## src/rtl/cpu_types_pkg.sv

```systemverilog
`default_nettype none
// +--------------------------------------------------------------------------+
// | cpu_types_pkg : shared types and constants for the L1 data cache         |
// | Revision      : 1.0                                                      |
// +--------------------------------------------------------------------------+
package cpu_types_pkg;

  localparam int DC_SETS  = 8;
  localparam int DC_IDX_W = $clog2(DC_SETS);
  localparam int DC_TAG_W = 32 - 3 - DC_IDX_W;

  typedef struct packed {
    logic                valid;
    logic                dirty;
    logic [DC_TAG_W-1:0] tag;
    logic [1:0][31:0]    data;
  } dcache_frame_t;

  typedef enum logic [3:0] {
    IDLE   = 4'd0,
    WB0    = 4'd1,
    WB1    = 4'd2,
    LD0    = 4'd3,
    LD1    = 4'd4,
    FLUSH  = 4'd5,
    FWB0   = 4'd6,
    FWB1   = 4'd7,
    HALTED = 4'd8
  } dcache_state_t;

endpackage
`default_nettype wire

```

## src/rtl/dcache_way.sv

```systemverilog
`default_nettype none
// +--------------------------------------------------------------------------+
// | dcache_way : one way of the data cache; SETS frames, lookup + write port |
// | Revision   : 1.0                                                         |
// +--------------------------------------------------------------------------+
module dcache_way
  import cpu_types_pkg::*;
#(
  parameter int SETS  = DC_SETS,
  parameter int IDX_W = $clog2(SETS)
) (
  input  logic                CLK,
  input  logic                nRST,
  input  logic [IDX_W-1:0]    idx_i,
  input  logic [DC_TAG_W-1:0] tag_i,
  input  logic                blk_i,
  output logic                hit_o,
  output logic [31:0]         word_o,
  output dcache_frame_t       frame_o,
  input  logic                store_i,
  input  logic [31:0]         wdata_i,
  input  logic                fill_i,
  input  dcache_frame_t       fill_frame_i,
  input  logic                clean_i
);

  dcache_frame_t frames_q [SETS];

  assign frame_o = frames_q[idx_i];
  assign hit_o   = frame_o.valid && (frame_o.tag == tag_i);
  assign word_o  = frame_o.data[blk_i];

  always_ff @(posedge CLK or negedge nRST) begin
    if (!nRST) begin
      for (int s = 0; s < SETS; s++) begin
        frames_q[s] <= '0;
      end
    end else if (fill_i) begin
      frames_q[idx_i] <= fill_frame_i;
    end else if (store_i) begin
      frames_q[idx_i].data[blk_i] <= wdata_i;
      frames_q[idx_i].dirty       <= 1'b1;
    end else if (clean_i) begin
      frames_q[idx_i].dirty <= 1'b0;
    end
  end

endmodule
`default_nettype wire

```

## src/rtl/dcache_llsc.sv

```systemverilog
`default_nettype none
// +--------------------------------------------------------------------------+
// | dcache_llsc : 2-way write-back L1 data cache with LL/SC link and flush   |
// | Revision    : 1.0                                                        |
// +--------------------------------------------------------------------------+
module dcache_llsc
  import cpu_types_pkg::*;
#(
  parameter int SETS  = DC_SETS,
  parameter int WORDS = 2
) (
  input  logic        CLK,
  input  logic        nRST,
  input  logic        dmemREN,
  input  logic        dmemWEN,
  input  logic        datomic,
  input  logic [31:0] dmemaddr,
  input  logic [31:0] dmemstore,
  input  logic        halt,
  output logic        dhit,
  output logic [31:0] dmemload,
  output logic        flushed,
  output logic        dREN,
  output logic        dWEN,
  output logic [31:0] daddr,
  output logic [31:0] dstore,
  input  logic [31:0] dload,
  input  logic        dwait
);

  localparam int IDX_W   = $clog2(SETS);
  localparam int OFF_LSB = $clog2(WORDS) + 2;
  localparam int CNT_W   = IDX_W + 1;

  dcache_state_t state_q, state_d;

  logic [SETS-1:0]     lru_q;
  logic                link_valid_q;
  logic [31:0]         link_addr_q;
  logic                miss_way_q;
  logic [31:0]         fill_word_q;
  logic [CNT_W-1:0]    flush_cnt_q;

  logic [DC_TAG_W-1:0] req_tag;
  logic [IDX_W-1:0]    req_idx;
  logic                req_blk;
  logic                is_write, is_load, is_req, is_ll, is_sc;
  logic                link_match, sc_fail, hit_any, hit_way, victim_way, hit_ev;
  logic                flushing, flush_last, flush_adv, flush_way, sel_way;
  logic [IDX_W-1:0]    flush_idx, way_idx;
  dcache_frame_t       victim_frame, sel_frame, fill_frame;

  logic [1:0]          way_hit, way_store, way_fill, way_clean;
  logic [31:0]         way_word  [2];
  dcache_frame_t       way_frame [2];

  assign req_tag = dmemaddr[31:OFF_LSB+IDX_W];
  assign req_idx = dmemaddr[OFF_LSB+IDX_W-1:OFF_LSB];
  assign req_blk = dmemaddr[2];

  // A simultaneous REN+WEN is resolved as a write.
  assign is_write   = dmemWEN;
  assign is_load    = dmemREN & ~dmemWEN;
  assign is_req     = dmemREN | dmemWEN;
  assign is_ll      = is_load & datomic;
  assign is_sc      = is_write & datomic;
  assign link_match = link_valid_q && (link_addr_q == dmemaddr);
  assign sc_fail    = is_sc & ~link_match;
  assign hit_any    = |way_hit;
  assign hit_way    = way_hit[1];
  assign victim_way = lru_q[req_idx];
  assign hit_ev     = (state_q == IDLE) && !halt && is_req && !sc_fail && hit_any;

  assign flushing   = (state_q == FLUSH) || (state_q == FWB0) || (state_q == FWB1);
  assign flush_way  = flush_cnt_q[0];
  assign flush_idx  = flush_cnt_q[CNT_W-1:1];
  assign flush_last = &flush_cnt_q;
  assign way_idx    = flushing ? flush_idx : req_idx;
  assign sel_way    = flushing ? flush_way : miss_way_q;

  assign victim_frame = way_frame[victim_way];
  assign sel_frame    = way_frame[sel_way];
  assign flush_adv    = ((state_q == FLUSH) && !(sel_frame.valid && sel_frame.dirty)) ||
                        ((state_q == FWB1) && !dwait);

  for (genvar w = 0; w < 2; w++) begin : g_way
    dcache_way #(
      .SETS  (SETS),
      .IDX_W (IDX_W)
    ) u_way (
      .CLK          (CLK),
      .nRST         (nRST),
      .idx_i        (way_idx),
      .tag_i        (req_tag),
      .blk_i        (req_blk),
      .hit_o        (way_hit[w]),
      .word_o       (way_word[w]),
      .frame_o      (way_frame[w]),
      .store_i      (way_store[w]),
      .wdata_i      (dmemstore),
      .fill_i       (way_fill[w]),
      .fill_frame_i (fill_frame),
      .clean_i      (way_clean[w])
    );
  end

  always_ff @(posedge CLK or negedge nRST) begin
    if (!nRST) begin
      state_q <= IDLE;
    end else begin
      state_q <= state_d;
    end
  end

  always_comb begin
    state_d = state_q;
    case (state_q)
      IDLE: begin
        if (halt) begin
          state_d = FLUSH;
        end else if (is_req && !sc_fail && !hit_any) begin
          state_d = (victim_frame.valid && victim_frame.dirty) ? WB0 : LD0;
        end
      end
      WB0:    if (!dwait) state_d = WB1;
      WB1:    if (!dwait) state_d = LD0;
      LD0:    if (!dwait) state_d = LD1;
      LD1:    if (!dwait) state_d = IDLE;
      FLUSH: begin
        if (sel_frame.valid && sel_frame.dirty) begin
          state_d = FWB0;
        end else if (flush_last) begin
          state_d = HALTED;
        end
      end
      FWB0:   if (!dwait) state_d = FWB1;
      FWB1:   if (!dwait) state_d = flush_last ? HALTED : FLUSH;
      HALTED: state_d = HALTED;
      default: state_d = IDLE;
    endcase
  end

  always_comb begin
    dhit       = 1'b0;
    dmemload   = '0;
    dREN       = 1'b0;
    dWEN       = 1'b0;
    daddr      = '0;
    dstore     = '0;
    flushed    = 1'b0;
    way_store  = '0;
    way_fill   = '0;
    way_clean  = '0;
    fill_frame = '0;
    case (state_q)
      IDLE: begin
        if (!halt && is_req) begin
          if (sc_fail) begin
            dhit = 1'b1;
          end else if (hit_any) begin
            dhit = 1'b1;
            if (is_write) begin
              way_store[hit_way] = 1'b1;
              dmemload           = {31'b0, is_sc};
            end else begin
              dmemload = way_word[hit_way];
            end
          end
        end
      end
      WB0, WB1: begin
        dWEN   = 1'b1;
        daddr  = {sel_frame.tag, req_idx, state_q == WB1, 2'b00};
        dstore = sel_frame.data[state_q == WB1];
      end
      LD0, LD1: begin
        dREN  = 1'b1;
        daddr = {req_tag, req_idx, state_q == LD1, 2'b00};
        // The whole frame is written at once so an aborted fill leaves no trace.
        if ((state_q == LD1) && !dwait) begin
          way_fill[sel_way]  = 1'b1;
          fill_frame.valid   = 1'b1;
          fill_frame.dirty   = 1'b0;
          fill_frame.tag     = req_tag;
          fill_frame.data[0] = fill_word_q;
          fill_frame.data[1] = dload;
        end
      end
      FWB0, FWB1: begin
        dWEN   = 1'b1;
        daddr  = {sel_frame.tag, flush_idx, state_q == FWB1, 2'b00};
        dstore = sel_frame.data[state_q == FWB1];
        if ((state_q == FWB1) && !dwait) begin
          way_clean[sel_way] = 1'b1;
        end
      end
      HALTED: flushed = 1'b1;
      default: ;
    endcase
  end

  always_ff @(posedge CLK or negedge nRST) begin
    if (!nRST) begin
      lru_q        <= '0;
      link_valid_q <= 1'b0;
      link_addr_q  <= '0;
      miss_way_q   <= 1'b0;
      fill_word_q  <= '0;
      flush_cnt_q  <= '0;
    end else begin
      if (hit_ev) begin
        lru_q[req_idx] <= ~hit_way;
        if (is_ll) begin
          link_addr_q  <= dmemaddr;
          link_valid_q <= 1'b1;
        end else if (is_write && link_match) begin
          link_valid_q <= 1'b0;
        end
      end
      if (state_q == IDLE) begin
        miss_way_q <= victim_way;
      end
      if ((state_q == LD0) && !dwait) begin
        fill_word_q <= dload;
      end
      if (flush_adv && !flush_last) begin
        flush_cnt_q <= flush_cnt_q + 1'b1;
      end
    end
  end

endmodule
`default_nettype wire
```

## config.mk

```make
export PLATFORM = sky130hd
export DESIGN_NAME = dcache_llsc
export DESIGN_NICKNAME = d
export VERILOG_FILES = /design/src/rtl/cpu_types_pkg.sv /design/src/rtl/dcache_way.sv /design/src/rtl/dcache_llsc.sv
export SDC_FILE = /design/constraint.sdc
export NUM_CORES = 2
export LEC_CHECK = 0
export ABC_AREA = 1
export BUFFER_PORTS_ARGS = -buffer_cell sky130_fd_sc_hd__buf_2
export CAP_MARGIN = 20
export CELL_PAD_IN_SITES_DETAIL_PLACEMENT = 1
export CELL_PAD_IN_SITES_GLOBAL_PLACEMENT = 2
export CORE_UTILIZATION = 42
export DETAILED_ROUTE_END_ITERATION = 6
export PLACE_DENSITY = 0.95
export REMOVE_ABC_BUFFERS = 1
export SLEW_MARGIN = 40
export SYNTH_ARGS = -nofsm -noshare
export SYNTH_HDL_FRONTEND = slang
export SYNTH_HIERARCHICAL = 1
export SYNTH_SLANG_ARGS = --single-unit
```

## constraint.sdc

```tcl
create_clock -name CLK -period 10.2 [get_ports CLK]
set_input_delay 2.04 -clock CLK [delete_from_list [all_inputs] [get_ports CLK]]
set_output_delay 2.04 -clock CLK [all_outputs]
set_load 0.05 [all_outputs]
```

Word level (Yosys, flattened, before mapping)
Cells that the tools add are included.
{"block": "classes", "n_addsub": 1, "n_lt_le_gt_ge": 15, "eq_ne": 19, "muxes": 96, "bitwise": 12, "n_reduce_logical": 45}
{"cell": "bitwise mux 736 bit", "n": 8}
{"cell": "two-way mux 736 bit", "n": 6}
{"cell": "two-way mux 92 bit", "n": 13}
{"cell": "demux 92 bit (select 3 bit)", "n": 3}
{"cell": "binary-select mux 92 bit (select 3 bit)", "n": 2}
{"cell": "two-way mux 32 bit", "n": 17}
{"cell": "case mux 32 bit (3 select lines)", "n": 1}
{"cell": "two-way mux 91 bit", "n": 1}
{"cell": "two-way mux 64 bit", "n": 1}
{"cell": "case mux 32 bit (2 select lines)", "n": 1}
{"cell": "== test 26 bit", "n": 2}
{"cell": "two-way mux 4 bit", "n": 11}
{"cell": "case mux 4 bit (9 select lines)", "n": 1}
{"cell": "demux 32 bit (select 1 bit)", "n": 1}
{"cell": "== test 32 bit", "n": 1}
{"cell": "logical AND 1 bit", "n": 23}
{"cell": "two-way mux 2 bit", "n": 10}
{"cell": "== test 4 x 3 -> 1 bit, second input constant", "n": 4}
{"cell": "two-way mux 1 bit", "n": 14}
{"cell": "inequality test 2 bit, second input constant", "n": 6}
{"cell": "< comparator 1 x 2 -> 1 bit, second input constant", "n": 5}
{"cell": "bitwise mux 8 bit", "n": 1}
{"cell": "== test 4 x 2 -> 1 bit, second input constant", "n": 2}
{"cell": "AND reduction 8 bit", "n": 1}
{"cell": "other kinds (28)", "n": 53}
{"block": "word_totals", "ff_bits": 1554, "word_cells": 275}

Logic depth before layout (Yosys ltp)
{"block": "logic_depth", "word_depth": 21, "ltp_mapped": 33, "ltp_nobuf": 28}

Modules after synthesis
The synthesis kept the hierarchy.
{"mod": "dcache_way (g_way[0].u_way)", "n_inst": 1, "cells_per_inst": 4027, "area_per_inst_um2": 34340.4, "seq_area_each_um2": 18417.7}
{"mod": "dcache_way (g_way[1].u_way)", "n_inst": 1, "cells_per_inst": 4013, "area_per_inst_um2": 34200.3, "seq_area_each_um2": 18417.7}
{"mod": "dcache_llsc", "n_inst": 1, "cells_per_inst": 1157, "area_per_inst_um2": 7070.5, "seq_area_each_um2": 2052.0}

Worst setup path after synthesis
OpenSTA, ideal clock, no wires.
{"block": "synth_timing", "path_kind": "input port to output port", "start": "in dmemaddr[3]", "end": "out dmemload[31]", "arrival_ns": 5.065, "required_ns": 8.160, "setup_slack_ns": 3.095, "cell_stages": 21, "n_path_buf": 5, "path_cell_list": "buf_2 nand2_1 o21ai_0 buf_4 buf_4 buf_2 nand2_1 nand3_1 nand2_1 o21ai_0 nand2_1 nor2_1 nand2_1 nor2_1 nand2_1 nor2_1 clkbuf_1 nor2_1 clkinv_1 nand3_2 a21oi_1"}
{"block": "synth_via", "elab_chain_len": 16}
{"element": "start: declaration", "line_no": "dcache_llsc.sv:17", "rtl": "input logic [31:0] dmemaddr,"}
{"element": "two-way mux 3 bit (*)", "line_no": "dcache_llsc.sv:78", "rtl": "assign way_idx = flushing ? flush_idx : req_idx;"}
{"element": "via way_idx[0]", "line_no": "dcache_llsc.sv:50", "rtl": "logic [IDX_W-1:0] flush_idx, way_idx;"}
{"element": "inverter 3 -> 4 bit (not written as such) (*)", "line_no": "dcache_way.sv:29", "rtl": "assign frame_o = frames_q[idx_i];"}
{"element": "binary-select mux 92 bit (select 3 bit) (*)", "line_no": "dcache_way.sv:29"}
{"element": "two-way mux 92 bit (not written as such) (*) (2 in series)", "line_no": "dcache_way.sv:29"}
{"element": "== test 26 bit", "line_no": "dcache_way.sv:30", "rtl": "assign hit_o = frame_o.valid && (frame_o.tag == tag_i);"}
{"element": "logical AND 1 bit (*)", "line_no": "dcache_way.sv:30"}
{"element": "via hit_way", "line_no": "dcache_llsc.sv:48", "rtl": "logic link_match, sc_fail, hit_any, hit_way, victim_way, hit_ev;"}
{"element": "inverter 1 -> 2 bit (not written as such)", "line_no": "dcache_llsc.sv:166", "rtl": "dmemload = way_word[hit_way];"}
{"element": "two-way mux 32 bit (not written as such) (3 in series)", "line_no": "dcache_llsc.sv:166"}
{"element": "two-way mux 32 bit", "line_no": "dcache_llsc.sv:162", "rtl": "if (is_write) begin"}
{"element": "two-way mux 32 bit (*)", "line_no": "dcache_llsc.sv:160", "rtl": "end else if (hit_any) begin"}
{"element": "two-way mux 32 bit (*)", "line_no": "dcache_llsc.sv:158", "rtl": "if (sc_fail) begin"}
{"element": "two-way mux 32 bit (*)", "line_no": "dcache_llsc.sv:157", "rtl": "if (!halt && is_req) begin"}
{"element": "two-way mux 32 bit (*)", "line_no": "dcache_llsc.sv:155", "rtl": "case (state_q)"}
{"element": "end: declaration", "line_no": "dcache_llsc.sv:21", "rtl": "output logic [31:0] dmemload,"}
Mark *: on every way through the listed nets, which the timed path passes. The rest lies on a longest branch. The select of a mux whose other input is x is not followed.

Final worst setup path
{"block": "layout_timing", "start": "in dmemaddr[4]", "end": "out dmemload[5]"}
{"element": "two-way mux 3 bit (*)", "line_no": "dcache_llsc.sv:78"}
{"element": "via way_idx[1]", "line_no": "dcache_llsc.sv:50"}
{"element": "inverter 3 -> 4 bit (not written as such) (*)", "line_no": "dcache_way.sv:29"}
{"element": "binary-select mux 92 bit (select 3 bit) (*)", "line_no": "dcache_way.sv:29"}
{"element": "two-way mux 92 bit (not written as such) (*) (2 in series)", "line_no": "dcache_way.sv:29"}
{"element": "== test 26 bit", "line_no": "dcache_way.sv:30"}
{"element": "logical AND 1 bit (*)", "line_no": "dcache_way.sv:30"}
{"element": "via way_hit[0]", "line_no": "dcache_llsc.sv:53", "rtl": "logic [1:0] way_hit, way_store, way_fill, way_clean;"}
{"element": "OR reduction 2 bit (*)", "line_no": "dcache_llsc.sv:69", "rtl": "assign hit_any = |way_hit;"}
{"element": "two-way mux 32 bit (*)", "line_no": "dcache_llsc.sv:160"}
{"element": "two-way mux 32 bit (*)", "line_no": "dcache_llsc.sv:158"}
{"element": "two-way mux 32 bit (*)", "line_no": "dcache_llsc.sv:157"}
{"element": "two-way mux 32 bit (*)", "line_no": "dcache_llsc.sv:155"}
Marks and branches as above.

==> flow_summary.ini <==
[timing]
layout_setup_ws_ns = 1.451
tns_ns = 0
maxSlewViolCount = 0
finClkSkew_ns = 0.03867
rsz0062_at_grt = no
slew-limit-headroom_pct = 33.30
finalCritPeriodShare_pct = 85.78
setup-violations-final = 0
worstMarginPinSlew_ns = 0.9995
fmax_mhz = 114.3
finalHoldViolCount = 0
period_needed_ns = 8.749

[worst_setup_path]
worstPathArrival_ns = 6.71
critical_path_class = in2out
worstPathCellList = buf_2, nand2_1, o21ai_4, buf_4, nor2_4, buf_4, nand3_1, nand2_1, nor2_1, nand2_1, nand2_1, nor2_1, nand2_1, nor2_1, nand2_1, nor2_1, buf_4, nor2_1, inv_2, nand3_4, buf_4, a21oi_2, buf_2
slowest_delay_ns = 0.63
crit_top_cell = nand2_1
end_kind = output pin
crit_buf_inv = 7
cp_top_family = simple AND/OR/NAND/NOR gates
critPathLaunch = dmemaddr[4]
worstReg2RegStart = state_q[3]
cp.required_ns = 8.16
crit_slowest_cell = nor2_4
cp-start-kind = input pin
critPathMaxFanout = 21

[placed_design]
postPlaceCellArea_um2 = 79310
dp_hpwl_um = 218600
dp_slack_ns = 1.660
place_inst = 11374
place.gp.congestion = 0.9520
io_buffers = 200

[synth]
ys_warn_count = 6
synth_area_leaders = dfrtp_1 (51%), nand2_1 (14%), inv_1 (5.9%), o22ai_1 (5.1%), o21ai_0 (5.0%)
synth_top_area_share_pct = 51.43
avgSynthCellArea_um2 = 8.221
synth_top_area_cell = dfrtp_1
synth_area_um2 = 75610
synthArstFlopShare_pct = 100.0
yosysSeqAreaShare_pct = 51.43
synth-seq-cells = 1554
synthCells = 9197
synth_edf_count = 0
synth_flop_cell = dfrtp_1
ys_types = 51

[status]
outcome = finished, final reports clean

[clock_tree]
cts_buffer_depth = 3
cts-root-buf = clkbuf_16
clock_latency_ns = 0.85
numCtsBuffers = 173
clkTransAtPathRegs_ns = 0.06
cts_hold_buf = 0
clock_sinks = 1554
cts_resized = 0
cts_setup_buffers = 0
cts_tree = yes
htree_levels = 4

[grt]
first_global_vias = 75674
grt.overflow.total = 0
grt_pass1_wl_um = 504900
antenna_found_initial = 24
grt_use_total_pct = 37.46
grt_start_max_net_pins = 153

[detailed_routing]
antenna_left = 0
routedWlPerCell_um = 29.20
route.detailed.drc = 0
vias = 72271
vias_per_cell = 6.175
drt_iter0_drc = 7524
dr.pass1.iters = 5
drt-total-wl_um = 341800

[final_layout]
drive_above_1_share_pct = 11.60
fillers = 21139
synthToLayoutAreaGrowth_pct = 12.58
layout.nets = 9301
postLayoutCellArea_um2 = 85130
fin_cells = 11704

[floorplanning]
core-area_um2 = 178600
start_util_pct = 42.33
die_y_um = 426.3
fp.dieW_um = 426.3
ios = 203
fp-row-count = 155
die_area_um2 = 181700

[hold_path]
hold_class = reg2reg
holdCritStartpoint = g_way[0].u_way/frames_q[110]

[power]
max-vdd-ir-drop_mv = 0.2150
power.density_nw_per_um2 = 293.7
leakagePower_uw = 0.04176

[run]
maxCapViolCount = 0
routing by layer:
layer  track usage (%)  part of all wire, %  up-vias
met5                 0                0.018        -
met1             46.45                   37    36910
li1                  -                    -    30082
met4             26.55                  8.0        8
met3             9.936                   10     1228
met2             56.66                   44     4043
registers in the layout, indices dropped and copies added, names as in the netlist:
name and flops:
fill_word_q 32, flush_cnt_q 4, g_way.u_way/frames_q 1472, link_addr_q 32
link_valid_q 1, lru_q 8, miss_way_q 1, state_q 4
synthesized netlist by cell type, drive strengths merged, types with 66 or more instances:
master,instances
o21ai,910
inv,1231
o2111ai,66
buf,327
nor2,409
o22ai,617
a22oi,74
a21oi,71
a221oi,99
dfrtp,1554
clkbuf,251
nand2,2784
o221ai,73
nand3,254
mux2,248
worst reg2reg max path: cells and delay by family, from the launching register on:
| family | cells | cell delay (ns) |
|---|---|---|
| buffers and inverters | 8 | 2.00 |
| flip-flops | 1 | 0.41 |
| AND/OR/NAND/NOR | 15 | 3.08 |
| multiplexers | 1 | 0.40 |
| AO/OA/AOI/OAI | 2 | 1.01 |
layout make-up:
class / count / area (µm²) / area share, %
Sequential cell: 1554 / 38890 / 45.68
Inverter: 1232 / 4677 / 5.494
Clock inverter: 52 / 609.3 / 0.7158
Timing Repair Buffer: 400 / 3083 / 3.622
Clock buffer: 259 / 5036 / 5.916
Tap cell: 2355 / 2947 / 3.461
Multi-Input combinational cell: 5836 / 29850 / 35.06
Antenna cell: 16 / 40.04 / 0.04703
stage by stage:
| step | total power [µW] | util, % | hold slack [ns] |
|---|---|---|---|
| CTS | 24660 | 47.56 | 0.4740 |
| global placement | 17940 | 44.16 | 0.4551 |
| floorplan | 13670 | - | 0.4419 |
| detailed placement | 18240 | 44.40 | 0.4591 |
| finish | 25000 | 47.66 | 0.4735 |
| global route | 25830 | 47.64 | 0.4952 |
power breakdown:
| group | internal, µW | total, µW | switching [µW] |
|---|---|---|---|
| Combinational | 2440 | 10900 | 8420 |
| Clock | 3640 | 6370 | 2730 |
| Sequential | 7370 | 7770 | 407 |
cell usage in the layout (no fill, tap or decap), types with 11 or more instances in the layout:
master / n
nand2_1: 2768
dfrtp_1: 1554
inv_1: 1171
o21ai_0: 756
o22ai_1: 612
nor2_1: 351
nand3_1: 252
buf_2: 198
mux2_2: 191
clkbuf_16: 176
buf_4: 153
o21ai_1: 142
a221oi_1: 97
a22oi_1: 74
o221ai_1: 73
o2111ai_1: 60
mux2_1: 57
nand4_1: 53
o211ai_1: 51
clkbuf_1: 51
inv_2: 40
nor2_4: 38
a21oi_1: 36
clkinv_2: 35
or2_2: 34
clkbuf_8: 32
a21oi_2: 31
nor3_1: 29
buf_12: 23
nor2_2: 17
a31oi_1: 17
diode_2: 16
nand2_4: 12
buf_6: 12
buf_16: 11
worst paths after layout:
| path | slack, ns | endpoint | depth (start not counted) |
|---|---|---|---|
| worst max-delay path | 1.45 | dmemload[5] | 23 |
| max in group asynchronous | 6.72 | g_way[1].u_way/frames_q[463] | 4 |
| min in group asynchronous | 1.13 | g_way[1].u_way/frames_q[632] | 1 |
| worst max register to register | 3.15 | g_way[1].u_way/frames_q[477] | 26 |
| worst min register to register | 0.47 | g_way[0].u_way/frames_q[110] | 2 |
| worst min-delay path | 0.47 | g_way[0].u_way/frames_q[110] | 2 |
logic make-up (layout without fill, tap and decap cells):
group           Yosys count  after routing  synth area share (%)
fa+ha+maj                 1              1               0.01655
xor+xnor                 14             14                0.1622
flops                  1554           1554                 51.43
other cells               1             20              0.004960
mux                     248            248                 3.693
compound gates         1995           1995                 16.18
simple gates           3574           3574                 18.82
buf+inv                1810           1943                 9.687
Power figures use the tool's default switching activity.
